$ cat src/rtl/cp0.sv
// Coprocessor 0: SR, Cause, EPC and PRId registers, plus exception/interrupt
// acceptance for the M stage.
module cp0 #(
  parameter logic [31:0] PRID = 32'h0000_4849
) (
  input  logic        clk,
  input  logic        reset,
  input  logic [4:0]  a1,
  input  logic [4:0]  a2,
  input  logic [31:0] din,
  input  logic        we,
  input  logic [31:0] pc,
  input  logic [4:0]  exccode,
  input  logic        bd,
  input  logic [5:0]  hwint,
  input  logic        exl_clr,
  output logic        intreq,
  output logic [31:0] epc,
  output logic [31:0] dout
);

  logic [5:0]  im;
  logic        exl;
  logic        ie;
  logic        bd_r;
  logic [5:0]  ip;
  logic [4:0]  exc_code;
  logic [31:0] epc_r;

  logic        int_pend;
  logic        exc_pend;
  logic [31:0] victim_pc;

  always_comb begin
    int_pend  = (|(hwint & im)) & ie & ~exl;
    exc_pend  = (exccode != 5'd0) & ~exl;
    intreq    = (int_pend | exc_pend) & ~reset;
    victim_pc = {pc[31:2], 2'b00} - (bd ? 32'd4 : 32'd0);
  end

  always_ff @(posedge clk) begin
    if (reset) begin
      im       <= '0;
      exl      <= 1'b0;
      ie       <= 1'b0;
      bd_r     <= 1'b0;
      ip       <= '0;
      exc_code <= '0;
      epc_r    <= '0;
    end else begin
      ip <= hwint;
      if (intreq) begin
        exl      <= 1'b1;
        bd_r     <= bd;
        epc_r    <= victim_pc;
        exc_code <= int_pend ? 5'd0 : exccode;
      end else begin
        if (we) begin
          if (a2 == 5'd12) begin
            im  <= din[15:10];
            exl <= din[1];
            ie  <= din[0];
          end else if (a2 == 5'd14) begin
            epc_r <= {din[31:2], 2'b00};
          end
        end
        // Placed after the SR write so eret wins the EXL bit when both fire.
        if (exl_clr) begin
          exl <= 1'b0;
        end
      end
    end
  end

  always_comb begin
    epc = epc_r;
    case (a1)
      5'd12:   dout = {16'b0, im, 8'b0, exl, ie};
      5'd13:   dout = {bd_r, 15'b0, ip, 3'b0, exc_code, 2'b00};
      5'd14:   dout = epc_r;
      5'd15:   dout = PRID;
      default: dout = '0;
    endcase
  end

endmodule

$ cat config.mk
export PLATFORM = sky130hd
export DESIGN_NAME = cp0
export DESIGN_NICKNAME = d
export VERILOG_FILES = /design/src/rtl/cp0.sv
export SDC_FILE = /design/constraint.sdc
export NUM_CORES = 1
export LEC_CHECK = 0
export CAP_MARGIN = 10
export CORE_UTILIZATION = 38
export CTS_CLUSTER_SIZE = 30
export DETAILED_ROUTE_END_ITERATION = 10
export GPL_TIMING_DRIVEN = 0
export PLACE_DENSITY_LB_ADDON = 0.3
export SETUP_SLACK_MARGIN = 0.15
export SLEW_MARGIN = 20
export SYNTH_ARGS = -nofsm -noshare
export SYNTH_HDL_FRONTEND = slang
export SYNTH_SLANG_ARGS = --single-unit
$ cat constraint.sdc
create_clock -name clk -period 1.88 [get_ports clk]
set_input_delay 0.282 -clock clk [delete_from_list [all_inputs] [get_ports clk]]
set_output_delay 0.282 -clock clk [all_outputs]
set_load 0.1 [all_outputs]
# Word level (Yosys, flattened, before mapping)
# Index checks and enable logic that the tools add are counted.
dict set report word_totals {
  regBits 52
  wordCells 44
  output_inout_bits 65
}
dict set report op_classes {
  n_eq_ne 7
  reduce_logical 9
  bitwise 9
  n_addsub 1
  muxes 11
}
# operator n
set op_table {}
lappend op_table {{$mux 32} 4}
lappend op_table {{$pmux 32 s4} 1}
lappend op_table {{$sub 32x3->32} 1}
lappend op_table {{$eq 5x4->1 const B} 6}
lappend op_table {{$and 6x6->6} 1}
lappend op_table {{$reduce_and 3->1} 2}
lappend op_table {{$reduce_bool 3->1} 2}
lappend op_table {{$reduce_or 6->1} 1}
lappend op_table {{$mux 5} 1}
lappend op_table {{$reduce_bool 5->1} 1}
lappend op_table {{$and 1x1->1} 4}
lappend op_table {{$mux 1} 4}
lappend op_table {{$reduce_bool 2->1} 2}
lappend op_table {{$mux 3} 1}
lappend op_table {{$not 1->1} 3}
lappend op_table {{$ne 2x2->1 const B} 1}
lappend op_table {{$reduce_and 2->1} 1}
lappend op_table {{$or 1x1->1} 1}

# Depth between registers and ports, before layout
# Gate-level depths: netlist of the first run.
dict set report logic_depth {
  ltp_word 8
  mapped_depth 7
  mapped_depth_nobuf 7
}

# Worst setup path after synthesis of the first run
# No wires, ideal clock.
dict set report synth_timing {
  path_type {input -> output}
  start {input port a1[1]}
  end {output port dout[1]}
  stages 3
  t_arrival_ps 3837
  slack_ps -2239
  n_path_buf 2
  path_cell_list {clkbuf_1 clkbuf_1 nor4b_1}
}
dict set report synth_via {
  elab_chain_len 2
  elab_cells_between_ends 5
  cone_classes {eq/ne (4); mux (1)}
}
# item line
set synth_lines {}
lappend synth_lines {{start: declaration} 8} ;# input logic [4:0] a1,
lappend synth_lines {{$eq 5x4->1} 77} ;# case (a1)
lappend synth_lines {{$pmux 32 s4 *} 77}
lappend synth_lines {{end: declaration} 19} ;# output logic [31:0] dout
# Every way passes the cells marked *; elsewhere a longest branch is shown, timed or not.

# Final worst setup path of the first run
dict set report layout_timing {
  start {input port hwint[0]}
  end {output port intreq}
}
dict set report layout_via {
  elab_chain_len 6
}
# item line
set layout_lines {}
lappend layout_lines {{start: declaration} 15} ;# input logic [5:0] hwint,
lappend layout_lines {{$and 6x6->6} 35} ;# int_pend = (|(hwint & im)) & ie & ~exl;
lappend layout_lines {{$reduce_or 6->1} 35}
lappend layout_lines {{$and 1x1->1 (2 in series)} 35}
lappend layout_lines {{$or 1x1->1} 37} ;# intreq = (int_pend | exc_pend) & ~reset;
lappend layout_lines {{$and 1x1->1} 37}
lappend layout_lines {{end: declaration} 17} ;# output logic intreq,
# Every way passes these cells.

==> results.json, run 1 <==
{
  "status": "complete, but fails checks",
  "violations": "negative setup slack",
  "overflow": 0,
  "placed_area_mm2": 0.00550,
  "wl_met2_mm": 7.99,
  "grt_pass1_vias": 4312,
  "fin_skew_ns": 0.0114,
  "final_net_count": 683,
  "synth_edf_count": 0,
  "met1_length_mm": 6.02,
  "fin_ws_ns": -0.149,
  "place_hpwl_mm": 10.1,
  "peakVddDrop_uv": 371,
  "vias": 4503,
  "cpMaxStageDelayCell": "clkdlybuf4s50_1",
  "mostFrequentLayoutCell": "clkdlybuf4s50_1",
  "period_minus_slack_ns": 2.03,
  "path_clk_slew_ns": 0.09,
  "cp_cell_sequence": "clkdlybuf4s50_1 > a22oi_2 > a311oi_4 > buf_6 > nor2_4 > nor2_4 > buf_12",
  "track_usage_pct": 30.0,
  "cts_tree": "built",
  "cts.sinks": 50,
  "drive_above_1_share_pct": 47.3,
  "relSlewSlack_pct": 56.4,
  "netlist_top_cells_area": "dfxtp_1 (29%), and4b_1 (7.5%), a2111oi_0 (6.3%), mux2i_1 (5.5%), a311oi_1 (3.8%)",
  "start_kind": "input port",
  "drt_wl_total_mm": 15.9,
  "ctsHoldBuffers": 0,
  "finalCritPeriodShare_pct": 108,
  "clock.fmax_ghz": 0.493,
  "cts_buffers": 5,
  "p_leak_nw": 2.46,
  "syn_to_final_growth_pct": 92.0,
  "max-cap-violations": 0,
  "globalplace.congestion": 0.906,
  "first_pass_iters": 5,
  "synthCells": 398,
  "htree_levels": 2,
  "viasPerCell": 6.43,
  "cp.required_ns": 1.60,
  "cp_max_fo": 3,
  "drtIter0Drc": 364,
  "clock_path_buffers": 2,
  "cpMostUsedCell": "nor2_4",
  "ys_dominant_reg_cell": "dfxtp_1",
  "ys_seq_area_share_pct": 29.0,
  "portBuffers": 149,
  "power_density_mw_per_mm2": 537,
  "worstSkewPairLatency_ns": 0.31,
  "slew_viol_final": 0,
  "synth_area_per_cell_um2": 8.68,
  "dieArea_mm2": 0.00948,
  "syn_area_mm2": 0.00346,
  "layout_common_cells": "clkdlybuf4s50_1 (46), dfxtp_1 (33), clkdlybuf4s15_2 (33), buf_4 (31), buf_6 (27)",
  "hold_ws_ns": 0.229,
  "die_w_um": 97.4,
  "critical_path_arrival_ns": 1.75,
  "grt_first_pass_wirelength_mm": 22.7,
  "crit_family": "buffers and inverters",
  "ant_nets": 0,
  "post_drt_wl_per_cell_um": 22.7,
  "final_cells": 700,
  "yosys_warnings": 0,
  "synth_top_cell_by_area": "dfxtp_1",
  "met3WireLength_mm": 1.19,
  "coreArea_mm2": 0.00876,
  "grt_max_degree": 16,
  "clockRootBuffer": "clkbuf_8",
  "yosys.area.top_type_share_pct": 29.0,
  "antenna_cells": 0,
  "finalHoldViolCount": 0,
  "path_buf_inv": 3,
  "start_util_pct": 39.4,
  "drc": 0,
  "placed_cells": 656,
  "rsz0062_at_grt": "true",
  "cpPeakStageDelay_ns": 0.50,
  "die_h_um": 97.4,
  "std_cell_rows": 34,
  "ioPinCount": 155,
  "hold_path.class": "input port to flop",
  "setup_viol": 4,
  "antenna_found_initial": 0,
  "ys_types": 58,
  "worst_slew_pin_slew_ns": 0.654,
  "async_flop_share_pct": 0,
  "crit_type": "input port to output pin",
  "endpoint_kind": "output pin",
  "utilization_pct": 75.7,
  "finalInstanceArea_mm2": 0.00664,
  "synth-seq-cells": 50,
  "top_layer": "met4"
}
## cells by family (layout without fill, tap and decap cells)
logic type / count (synthesis) / after routing / synth area share (%)
DFF: 50 / 50 / 29.0
AOI/OAI and AO/OA: 103 / 103 / 23.1
buffers and inverters: 40 / 233 / 5.79
xor gates and xnor gates: 11 / 11 / 2.79
adders and majority gates: 2 / 2 / 0.724
and+or+nand+nor: 170 / 170 / 32.4
muxes: 21 / 21 / 6.15
other: 1 / 2 / 0.109
## layer usage
metal,up-vias,global-route usage (%)
met5,-,0
met1,2189,37.6
met2,281,51.2
li1,1966,-
met4,0,12.1
met3,67,4.89
## power by group
| part | internal (mW) | total, mW | switching, mW |
|---|---|---|---|
| registers | 1.15 | 1.24 | 0.0968 |
| clock network | 0.435 | 0.815 | 0.380 |
| logic | 0.537 | 1.50 | 0.967 |
| total | 2.12 | 3.56 | 1.44 |
## flip-flops by register name, summed over array words and instances, names as in the netlist
name / flops
epc: 30
ip: 6
exl: 1
im: 6
exc_code: 5
ie: 1
bd_r: 1
## per-stage QoR
step	TNS, ns	power (mW)	worst slack, ns
CTS	-0.214	3.43	-0.113
detailed placement	-81.79	2.60	-2.32
floorplan	-1.79	2.12	-0.207
global route	-0.421	3.65	-0.174
global placement	-78.06	2.58	-2.25
finish	-0.197	3.56	-0.149
## Yosys cell counts (all sizes together) (2+ instances only)
cell type and instances:
o21ai 10, a21oi 9, or4 11, or4b 3, a211oi 16, nand2 24, dfxtp 50, nor2b 11
nor4 6, mux2i 19, nor2 27, clkbuf 24, nand3 6, o31ai 8, xnor2 7, mux2 2
a22oi 7, o221a 2, o32ai 2, or3 9, and4b 26, nand3b 3, nor3 12, buf 11
nand2b 2, a2111oi 25, inv 4, a21boi 2, nand4b 2, and2 18, a311oi 15, ha 2
nor4b 3, xor2 4, nand4 5
## final timing paths
check	startpoint	cells past startpoint	slack, ns	end
setup / recovery	hwint[0]	7	-0.15	intreq
hold / removal	exccode[3]	3	0.23	exc_code[3]
setup reg to reg	im[4]	5	0.02	epc[29]
hold reg to reg	bd_r	2	0.48	bd_r
## what timing repair did
| item | CTS | global route |
|---|---|---|
| gates resized for setup | 481 | 86 |
| pin swaps | 22 | 25 |
| setup buffers | 28 | 6 |
| gates cloned | 2 | 0 |
| endpoints found under the setup margin | 107 | 69 |
## final cells by class
| type | count | area [um2] |
|---|---|---|
| Multi-Input combinational cell | 309 | 3030 |
| Clock buffer | 7 | 86.3 |
| Timing Repair Buffer | 185 | 1990 |
| Sequential cell | 50 | 1030 |
| Clock inverter | 1 | 30.0 |
| Buffer | 35 | 309 |
| Tap cell | 108 | 135 |
| Inverter | 5 | 31.3 |
| Fill cell | 545 | 2130 |
## worst register-to-register path: cells and delay by family (launching register included)
| family | cells | cell delay [ns] |
|---|---|---|
| buffers and inverters | 1 | 0.42 |
| DFF | 1 | 0.36 |
| AOI/OAI and AO/OA | 4 | 1.00 |
(Power assumes the default switching activity.)
==> inputs of run 2 (changes only) <==
--- a/config.mk
+++ b/config.mk
@@ -6,12 +6,14 @@
 export NUM_CORES = 1
 export LEC_CHECK = 0
 export CAP_MARGIN = 10
-export CORE_UTILIZATION = 38
+export CORE_UTILIZATION = 46
+export CTS_CLUSTER_DIAMETER = 200
 export CTS_CLUSTER_SIZE = 30
 export DETAILED_ROUTE_END_ITERATION = 10
 export GPL_TIMING_DRIVEN = 0
 export PLACE_DENSITY_LB_ADDON = 0.3
 export SETUP_SLACK_MARGIN = 0.15
+export SKIP_CTS_REPAIR_TIMING = 1
 export SLEW_MARGIN = 20
 export SYNTH_ARGS = -nofsm -noshare
 export SYNTH_HDL_FRONTEND = slang
==> constraint.sdc (replaced) <==
create_clock -name clk -period 2.5 [get_ports clk]
set_input_delay 0.375 -clock clk [delete_from_list [all_inputs] [get_ports clk]]
set_output_delay 0.375 -clock clk [all_outputs]
set_load 0.1 [all_outputs]
==> run 2 against run 1 <==
Effect of this change: the flow now finishes without violations; routed wire length fell by 12%; global-route usage increased by 2.4 points; register-to-register slack improved by 0.48 ns.
==> results.json, run 2 (synthesized netlist as in run 1, its figures left out) <==
{
  "globalplace.congestion": 0.955,
  "status": "completed",
  "fillers": 506,
  "rsz0062_at_grt": "true",
  "clock.fmax_ghz": 0.425,
  "fin_ws_ns": 0.149,
  "antenna_found_initial": 0,
  "coreArea_mm2": 0.00725,
  "ant_nets": 0,
  "worstSetupStartpoint": "pc[2]",
  "overflow": 0,
  "grt_first_pass_wirelength_mm": 19.4,
  "multi_input_comb_area_mm2": 0.00253,
  "r2r_slack_ns": 0.50,
  "place_ws_ns": -1.72,
  "std_cell_rows": 31,
  "peakVddDrop_uv": 337,
  "vias": 4251,
  "r2r_start": "exl",
  "placed_area_mm2": 0.00518,
  "cp.required_ns": 2.72,
  "slew_viol_final": 0,
  "largest_register_ff_count": 30,
  "dieArea_mm2": 0.00786,
  "relSlewSlack_pct": 31.7,
  "drc": 0,
  "cp_max_fo": 4,
  "period_minus_slack_ns": 2.35,
  "power_density_mw_per_mm2": 452,
  "cts_buffers": 5,
  "worst_slew_pin_slew_ns": 1.02,
  "worstSkewPairLatency_ns": 0.31,
  "path_clk_slew_ns": 0.10,
  "cts.sinks": 50,
  "max-cap-violations": 0,
  "fin_skew_ns": 0.00662,
  "antenna_cells": 0,
  "endpoint_kind": "flop",
  "p_leak_nw": 2.13,
  "viasPerCell": 6.29,
  "setup_viol": 0,
  "track_usage_pct": 32.4,
  "clock_path_buffers": 2,
  "die_h_um": 88.7,
  "post_drt_wl_per_cell_um": 20.6,
  "drive_above_1_share_pct": 25.1,
  "layout_common_cells": "clkdlybuf4s50_1 (108), dfxtp_1 (48), and4b_1 (26), buf_4 (23), nand2_1 (22)",
  "mostFrequentLayoutCell": "clkdlybuf4s50_1",
  "portBuffers": 149,
  "cpPeakStageDelay_ns": 0.41,
  "cp_cell_sequence": "clkdlybuf4s50_1 > inv_1 > ha_4 > ha_4 > nor4b_4 > nand4_1 > buf_4 > or3_1 > a311oi_1",
  "first_pass_iters": 5,
  "htree_levels": 2,
  "hold_path.class": "input port to flop",
  "drtIter0Drc": 247,
  "finalHoldViolCount": 0,
  "min-delay-start": "hwint[0]",
  "register_area_mm2": 0.00100,
  "start_kind": "input port",
  "start_util_pct": 47.6,
  "syn_to_final_growth_pct": 62.8,
  "place_hpwl_mm": 10.2,
  "clockRootBuffer": "clkbuf_8",
  "finalInstanceArea_mm2": 0.00563,
  "cpMaxStageDelayCell": "clkdlybuf4s50_1",
  "final_net_count": 668,
  "crit_type": "input port to flop",
  "grt_max_degree": 16,
  "finalCritPeriodShare_pct": 94.0,
  "utilization_pct": 77.6,
  "grt_pass1_vias": 3922,
  "ioPinCount": 155,
  "cpMostUsedCell": "ha_4",
  "critical_path_arrival_ns": 2.57,
  "drt_wl_total_mm": 13.9,
  "die_w_um": 88.7,
  "cts_tree": "built"
}
-- run 2: layout make-up --
| class | count | share of cell area [%] |
|---|---|---|
| inverter | 5 | 0.334 |
| multi-input combinational | 309 | 45.0 |
| buffer | 35 | 3.69 |
| timing repair buffer | 170 | 29.0 |
| tap | 99 | 2.20 |
| clock buffer | 6 | 1.29 |
| sequential | 50 | 17.8 |
| clock inverter | 2 | 0.667 |
-- run 2: final timing paths --
path	to	depth (start not counted)
worst max register to register	epc[17]	6
worst max-delay path	epc[28]	9
worst min register to register	ie	2
worst min-delay path	ip[0]	2
-- run 2: worst max-delay path, delay by kind of cell --
family | cells | cell delay (ns)
adders and majority gates | 2 | 0.33
AOI/OAI and AO/OA | 1 | 0.29
and+or+nand+nor | 3 | 0.79
buffers and inverters | 3 | 0.77
-- run 2: where the power goes --
group	switching [mW]	leakage, nW	internal (mW)
combinational	0.676	1.66	0.357
clock	0.298	0.0514	0.299
sequential	0.0537	0.415	0.858
-- run 2: stage by stage --
stage               total power, mW  instances  TNS (ns)  hold WS [ns]
CTS                            2.47        655    -41.18         0.469
global placement               1.87        647    -42.53         0.446
global route                   2.61        676   -0.0114         0.358
floorplan                      1.54        399     -2.00         0.435
detailed placement             1.89        647    -44.73         0.457
finish                         2.54        676         0         0.352
-- run 2: layer usage --
| layer | part of all wire [%] | track usage [%] |
|---|---|---|
| met1 | 37 | 38.3 |
| met2 | 52 | 59.9 |
| met3 | 8.2 | 4.48 |
| met4 | 3.1 | 10.9 |
| met5 | 0 | 0 |
